`src/rtl/tmds_des_1to10.sv`:
```
// TMDS deserializer and word aligner, 5x pixel-clock domain.
// Assembles 10-bit characters from DDR bit pairs and slips the bit offset until control tokens lock.
module tmds_des_1to10 #(
  parameter int unsigned LOCK_CNT  = 8,
  parameter bit          SWAP_PAIR = 1'b1
) (
  input  logic       clk_x5,
  input  logic       rst,
  input  logic       din_p,
  input  logic       din_n,
  input  logic       resync,
  output logic [9:0] data_out,
  output logic       data_valid,
  output logic       ctrl_det,
  output logic [1:0] ctrl,
  output logic       locked,
  output logic [3:0] offset
);

  typedef enum logic {SEARCH, LOCKED} state_t;

  localparam logic [3:0] LOCK_CNT_W = 4'(LOCK_CNT);
  localparam logic [2:0] PHASE_LAST = 3'd4;
  localparam logic [3:0] OFFSET_MAX = 4'd9;

  logic [19:0] sh_q;
  logic [2:0]  phase_q;
  logic [3:0]  cnt_q;
  state_t      state_q;

  logic [19:0] win;
  logic [9:0]  raw;
  logic [9:0]  word_d;
  logic        tok_d;
  logic [1:0]  tok_ctrl_d;
  logic [3:0]  cnt_d;
  logic [3:0]  offset_d;

  // Window starts at the current offset; lower sh index is the older bit.
  always_comb begin
    win    = sh_q >> offset;
    raw    = win[9:0];
    word_d = raw;
    if (SWAP_PAIR) begin
      for (int unsigned k = 0; k < 5; k++) begin
        word_d[2*k]   = raw[2*k+1];
        word_d[2*k+1] = raw[2*k];
      end
    end
  end

  always_comb begin
    tok_d      = 1'b1;
    tok_ctrl_d = 2'b00;
    case (word_d)
      10'h354: tok_ctrl_d = 2'b00;
      10'h0AB: tok_ctrl_d = 2'b01;
      10'h154: tok_ctrl_d = 2'b10;
      10'h2AB: tok_ctrl_d = 2'b11;
      default: tok_d      = 1'b0;
    endcase
  end

  always_comb begin
    cnt_d    = (cnt_q >= LOCK_CNT_W) ? LOCK_CNT_W : cnt_q + 4'd1;
    offset_d = (offset >= OFFSET_MAX) ? '0 : offset + 4'd1;
  end

  always_ff @(posedge clk_x5) begin
    if (rst) begin
      sh_q       <= '0;
      phase_q    <= '0;
      cnt_q      <= '0;
      state_q    <= SEARCH;
      data_out   <= '0;
      data_valid <= 1'b0;
      ctrl_det   <= 1'b0;
      ctrl       <= '0;
      locked     <= 1'b0;
      offset     <= '0;
    end else begin
      sh_q       <= {din_n, din_p, sh_q[19:2]};
      phase_q    <= (phase_q == PHASE_LAST) ? '0 : phase_q + 3'd1;
      data_valid <= 1'b0;

      if (phase_q == PHASE_LAST) begin
        data_out   <= word_d;
        data_valid <= 1'b1;
        ctrl_det   <= tok_d;
        ctrl       <= tok_d ? tok_ctrl_d : 2'b00;
      end

      // resync overrides any alignment decision on the same edge, including a slip.
      if (resync) begin
        state_q <= SEARCH;
        locked  <= 1'b0;
        cnt_q   <= '0;
      end else if (phase_q == PHASE_LAST && state_q == SEARCH) begin
        if (tok_d) begin
          if (cnt_d == LOCK_CNT_W) begin
            state_q <= LOCKED;
            locked  <= 1'b1;
            cnt_q   <= '0;
          end else begin
            cnt_q <= cnt_d;
          end
        end else begin
          cnt_q  <= '0;
          offset <= offset_d;
        end
      end
    end
  end

endmodule
```
`config.mk`:
```
export PLATFORM = sky130hd
export DESIGN_NAME = tmds_des_1to10
export DESIGN_NICKNAME = d
export VERILOG_FILES = /design/src/rtl/tmds_des_1to10.sv
export SDC_FILE = /design/constraint.sdc
export NUM_CORES = 1
export LEC_CHECK = 0
export BUFFER_PORTS_ARGS = -buffer_cell sky130_fd_sc_hd__buf_4
export CAP_MARGIN = 20
export CORE_MARGIN = 2
export CORE_UTILIZATION = 59
export CTS_CLUSTER_DIAMETER = 50
export CTS_CLUSTER_SIZE = 30
export DETAILED_ROUTE_END_ITERATION = 12
export PLACE_DENSITY = 0.79
export SKIP_CTS_REPAIR_TIMING = 1
export SYNTH_ARGS = -nofsm -noshare
export SYNTH_HDL_FRONTEND = slang
export SYNTH_SLANG_ARGS = --single-unit
```
`constraint.sdc`:
```
create_clock -name clk_x5 -period 3.05 [get_ports clk_x5]
set_input_delay 0.305 -clock clk_x5 [delete_from_list [all_inputs] [get_ports clk_x5]]
set_output_delay 0.305 -clock clk_x5 [all_outputs]
set_load 0.005 [all_outputs]
```
Word-level counts from Yosys, hierarchy flattened
Index checks and enable logic that the tools add are counted. Widths: inputs -> output; s select.

Output and inout port bits: 19. Register bits after elaboration: 46. Input port bits: 5. Word-level logic and storage cells: 38.

Shift operators: 1. $lt $le $gt $ge: 2. Bitwise operators: 3. Eq/ne operators: 6. Reductions and logical operators: 6. Add/subtract/negate cells: 3. Muxes and demuxes: 8.

Operators by type and width (count): $eq 10x10->1 const B (2); $shr 20x4->10 (1); $mux 4 (4); $eq 10x8->1 const B (1); $eq 10x9->1 const B (1); $add 4x1->4 const B (2); $ge 4x4->1 const B (2); $pmux 2 s3 (1); $reduce_and 3->1 (2); $eq 4x4->1 const B (1); $reduce_or 2->1 (2); $reduce_or 4->1 (1); $add 3x1->3 const B (1); $eq 3x3->1 const B (1); $not 1->1 (3); $mux 1 (2); $mux 2 (1); $logic_and 1x1->1 (1).

Depth between registers and ports, before layout
Depth in word-level cells: 6. Gate-level depth with buffers: 12. Mapped depth without buffers: 9.

Least setup slack after synthesis
Ideal clock, no wire load.

Kind: register to register. Start point: reg offset[0]. End point: reg cnt_q[3]. Path buffers: 3. Data required time: 2.980 ns. Arrival time: 2.585 ns. Stages on the path, launching flop included: 12. Path slack: 0.395 ns. Cells stage by stage: dfxtp_1 buf_6 buf_8 mux4_1 nand2_1 o211ai_1 nor4_1 and3_1 buf_6 nor2_4 or4_1 a21boi_1.

Cells in the longest elaborated chain, start to end: 5.

RTL lines: start: declaration (RTL line 17) `output logic [3:0] offset`; start signal: assignment (RTL line 109) `offset <= offset_d;`; $shr 20x4->10 * (RTL line 41) `win = sh_q >> offset;`; $eq 10x10->1, or another cell as far along (RTL line 55) `case (word_d)`; $reduce_or 4->1 (no line) *; $mux 1 * (RTL line 55); $mux 4 * (RTL line 99) `if (tok_d) begin`; end signal: assignment (RTL line 105) `cnt_q <= cnt_d;`; end: declaration (RTL line 28) `logic [3:0] cnt_q;`.

Mark *: on every way between the ends. The rest lies on a longest branch, timed or not. A chain may end at the register's enable or synchronous reset.

Worst setup path after layout
Ends and elaborated chain as after synthesis.

==> report_table.html <==
<table>
<tr><th>Metric</th><th>Value</th></tr>
<tr><th colspan="2">Run status</th></tr>
<tr><td>Result of the run</td><td>complete, no violations</td></tr>
<tr><th colspan="2">GRT</th></tr>
<tr><td>Busiest layer in global routing</td><td>met2</td></tr>
<tr><td>Antenna violations before repair</td><td>0</td></tr>
<tr><td>Maximum number of pins on one net before global-route repair</td><td>between 40 and 50</td></tr>
<tr><td>Wire length of the first global-routing pass</td><td>about 9.4 mm</td></tr>
<tr><td>Combined global-route utilization of all metal layers</td><td>23.3%</td></tr>
<tr><td>Via count of the first global-routing pass</td><td>between 2,000 and 2,500</td></tr>
<tr><td>Met1 layer usage reported by global route</td><td>32.0%</td></tr>
<tr><td>Met2 track demand over resource</td><td>36.0%</td></tr>
<tr><td>Global-route congestion overflow total</td><td>0</td></tr>
<tr><td>Global Route met3 Usage</td><td>under 10%</td></tr>
<tr><th colspan="2">Detailed routing</th></tr>
<tr><td>Post-DR vias/cell</td><td>between 6 and 7</td></tr>
<tr><td>Number of nets still failing antenna checks after routing</td><td>0</td></tr>
<tr><td>Detailed-route DRC error count</td><td>0</td></tr>
<tr><td>Vias</td><td>~2,100</td></tr>
<tr><td>Drt wl/cell</td><td>roughly 16 um</td></tr>
<tr><td>Iter 0 DRT Violations</td><td>about 210</td></tr>
<tr><td>Final routed wirelength across all metal layers</td><td>between 5 and 6 mm</td></tr>
<tr><td>Initial DRT Pass Iterations</td><td>4</td></tr>
<tr><th colspan="2">Floorplanning</th></tr>
<tr><td>Die ar.</td><td>about 5100 um2</td></tr>
<tr><td>Number of top-level pins</td><td>24</td></tr>
<tr><td>X dimension of the die</td><td>between 70 and 80 um</td></tr>
<tr><td>Die extent in y</td><td>71.5 um</td></tr>
<tr><td>Starting Density</td><td>61.2%</td></tr>
<tr><td>Standard-cell rows</td><td>24</td></tr>
<tr><td>Area of the core region</td><td>approximately 4400 um2</td></tr>
<tr><th colspan="2">Worst setup path</th></tr>
<tr><td>Data required time at the worst endpoint</td><td>roughly 3300 ps</td></tr>
<tr><td>Cell Chain, Critical Path</td><td>buf_12, mux4_1, a22oi_1, o211ai_1, nor4_1, and3_2, nor2_4, or4_1, a21boi_1</td></tr>
<tr><td>Arr. time, crit path</td><td>3100 ps</td></tr>
<tr><td>Slowest-stage cell, CP</td><td>mux4_1</td></tr>
<tr><td>Start point of the critical path</td><td>offset[0]</td></tr>
<tr><td>Worst r2r src</td><td>offset[0]</td></tr>
<tr><td>Crit-path max cell delay</td><td>approximately 570 ps</td></tr>
<tr><td>Top delay family on crit path</td><td>simple AND/OR/NAND/NOR gates</td></tr>
<tr><td>Critical path buffer and inverter count</td><td>1</td></tr>
<tr><td>Critical path startpoint category</td><td>flop</td></tr>
<tr><td>Largest fanout on the critical path</td><td>29</td></tr>
<tr><td>Critical Setup Path Class</td><td>reg2reg</td></tr>
<tr><td>Nature of the critical path endpoint</td><td>flop</td></tr>
<tr><th colspan="2">STA</th></tr>
<tr><td>Final setup TNS</td><td>0 ps</td></tr>
<tr><td>Final count of pins violating max slew</td><td>0</td></tr>
<tr><td>Share of the clock period used by the worst path</td><td>between 90 and 100%</td></tr>
<tr><td>Final setup viols</td><td>0</td></tr>
<tr><td>Final setup margin</td><td>approximately 180 ps</td></tr>
<tr><td>Slew at the pin closest to its max-slew limit</td><td>just under 600 ps</td></tr>
<tr><td>Unrepaired setup endpoints after global routing</td><td>false</td></tr>
<tr><td>Final hold slack</td><td>222 ps</td></tr>
<tr><td>Max transition margin</td><td>between 60% and 70%</td></tr>
<tr><td>Time the worst path needs with I/O delays and setup</td><td>2870 ps</td></tr>
<tr><td>Final Hold Viols</td><td>0</td></tr>
<tr><td>Achievable frequency</td><td>about 350 MHz</td></tr>
<tr><td>Fin Clk Skew</td><td>~7.6 ps</td></tr>
<tr><th colspan="2">CTS</th></tr>
<tr><td>Clock edge transition at the registers on the reported setup and hold paths</td><td>80 ps</td></tr>
<tr><td>Maximum clock path buffer count</td><td>2</td></tr>
<tr><td>Number of buffers added by the clock tree synthesis step</td><td>5</td></tr>
<tr><td>Max H-tree Level</td><td>2</td></tr>
<tr><td>Number of clock sinks</td><td>46</td></tr>
<tr><td>Root Buffer</td><td>clkbuf_8</td></tr>
<tr><td>CTS tree</td><td>yes</td></tr>
<tr><td>Clock latency of the later-clocked register in the worst-skew pair</td><td>approximately 300 ps</td></tr>
<tr><th colspan="2">Power</th></tr>
<tr><td>Power per standard cell area</td><td>around 360 nW/um2</td></tr>
<tr><td>Maximum vdd ir drop</td><td>a little under 0.0002 V</td></tr>
<tr><td>Power Total</td><td>1.09 mW</td></tr>
<tr><td>Leakage</td><td>about 1.1 nW</td></tr>
<tr><th colspan="2">Placement</th></tr>
<tr><td>Count of placed standard cells including taps</td><td>about 330</td></tr>
<tr><td>Placer Congestion</td><td>slightly above 0.9</td></tr>
<tr><td>Quantity of I/O buffers inserted on ports</td><td>23</td></tr>
<tr><td>HPWL Detailed</td><td>slightly below 4 mm</td></tr>
<tr><td>Worst Setup Slack post-DPL</td><td>around 180 ps</td></tr>
<tr><td>Cell area reported after detailed placement</td><td>just under 3000 um2</td></tr>
<tr><th colspan="2">Final layout</th></tr>
<tr><td>Number of inserted diodes</td><td>0</td></tr>
<tr><td>Finished Layout Cells</td><td>approximately 340</td></tr>
<tr><td>Final net count</td><td>298</td></tr>
<tr><td>Final cell utilization of the core</td><td>approximately two thirds</td></tr>
<tr><td>Cell area after layout</td><td>between 2000 and 3000 um2</td></tr>
<tr><td>Share of post-route cells with drive strength above 1</td><td>between 20% and 30%</td></tr>
<tr><td>Post-synthesis to final-layout area growth</td><td>11.6%</td></tr>
<tr><th colspan="2">Flow run</th></tr>
<tr><td>Count of max-cap constraint violations</td><td>0</td></tr>
<tr><th colspan="2">Logic synthesis</th></tr>
<tr><td>Leading cell type by number of instances after synthesis</td><td>dfxtp_1</td></tr>
<tr><td>Commonest cells in the netlist</td><td>dfxtp_1, nor2_1, nand2_1, nor2b_1</td></tr>
<tr><td>Most area-consuming cells after synthesis</td><td>dfxtp_1, mux4_1, mux4_2</td></tr>
<tr><td>Share of the yosys chip area belonging to registers</td><td>roughly 34%</td></tr>
<tr><td>Number of synthesized flops with an enable pin</td><td>0</td></tr>
<tr><td>Avg Cell Area, Syn</td><td>10.1 um2</td></tr>
<tr><td>Net Count, Synth</td><td>277</td></tr>
<tr><td>Leading area contributor after synthesis</td><td>dfxtp_1</td></tr>
<tr><td>Most used flip-flop cell after synthesis</td><td>dfxtp_1</td></tr>
<tr><td>Synth Instances</td><td>roughly 270</td></tr>
<tr><td>Area share of the largest cell type after synthesis</td><td>around a third</td></tr>
<tr><td>Flop and latch count out of synthesis</td><td>46</td></tr>
<tr><td>Total of warnings raised by yosys</td><td>0</td></tr>
<tr><td>Unique masters post-synth</td><td>49</td></tr>
<tr><td>Area of the mapped netlist</td><td>around 2700 um2</td></tr>
<tr><td>FFs w/ async S/R, synth</td><td>0%</td></tr>
<tr><th colspan="2">Worst hold path</th></tr>
<tr><td>Tightest Hold Check Type</td><td>in2reg</td></tr>
<tr><td>Hold path start</td><td>din_n</td></tr>
</table>
[cells in the final DEF, fill, tap and decap left out, drive strengths merged]
cell,synthesis,final
a21boi,1,1
o211a,1,1
nor2b,24,24
o2bb2ai,1,1
mux4,20,20
a221oi,1,1
o22ai,1,1
a21oi,12,12
o21a,2,2
nor2,30,30
a22oi,5,5
o41ai,1,1
clkbuf,7,8
and2,3,3
a2bb2oi,1,1
nand2,25,25
nor4,2,2
nand2b,2,2
a41oi,2,2
o21ai,2,2
a311oi,1,1
ha,7,7
nand4b,1,1
o32ai,2,2
mux2i,13,13
nor3,6,6
and3,2,2
a31o,1,1
a31oi,1,1
mux2,5,5
inv,9,9
nand3b,1,1
nor3b,2,2
buf,9,30
nand4,3,3
or4,1,1
a211oi,5,5
dfxtp,46,46
o211ai,2,2
nand3,5,5
[cell families after synthesis]
group	count (synthesis)	synth area share [%]
and+or+nand+nor	107	20.1
DFF	46	34.3
AOI/OAI and AO/OA	42	11.4
muxes	38	25.4
buffers and inverters	25	5.55
adders and majority gates	7	3.26
[where the power goes]
part           switching (mW)  internal (mW)
sequential            0.00901          0.610
combinational          0.0304         0.0247
clock                   0.191          0.229
[routing by layer]
layer  share of wire, %  vias up  routed length, um
met2                 45       48               2480
met4                2.4        0                132
li1                   -     1014                  -
met5                  0        -                  0
met3                3.8       13                209
met1                 48     1004               2640
[worst register-to-register path, cell delays in order, from the launching register on]
cell,delay (ps)
dfxtp_1,360
buf_12,200
mux4_1,580
a22oi_1,160
o211ai_1,180
nor4_1,280
and3_2,300
nor2_4,70
or4_1,510
a21boi_1,150
[registers in the layout, indices dropped and copies added (netlist names)]
register and cells:
cnt_q 4, ctrl 2, ctrl_det 1, data_out 10, data_valid 1, offset 4, phase_q 3, sh_q 20
state_q 1
[final cells by class]
| class | count | area [um2] |
|---|---|---|
| Clock buffer | 8 | 110 |
| Fill cell | 353 | 1390 |
| Inverter | 9 | 33.8 |
| Multi-Input combinational cell | 194 | 1620 |
| Sequential cell | 46 | 922 |
| Tap cell | 52 | 65.1 |
| Timing Repair Buffer | 30 | 250 |
[worst paths after layout]
path	depth (start not counted)	slack, ps	to
setup / recovery	9	180	cnt_q[3]
hold / removal	2	220	sh_q[19]
setup reg to reg	9	180	cnt_q[3]
hold reg to reg	2	460	ctrl_det
No activity file was read; power rests on OpenSTA's default activity.
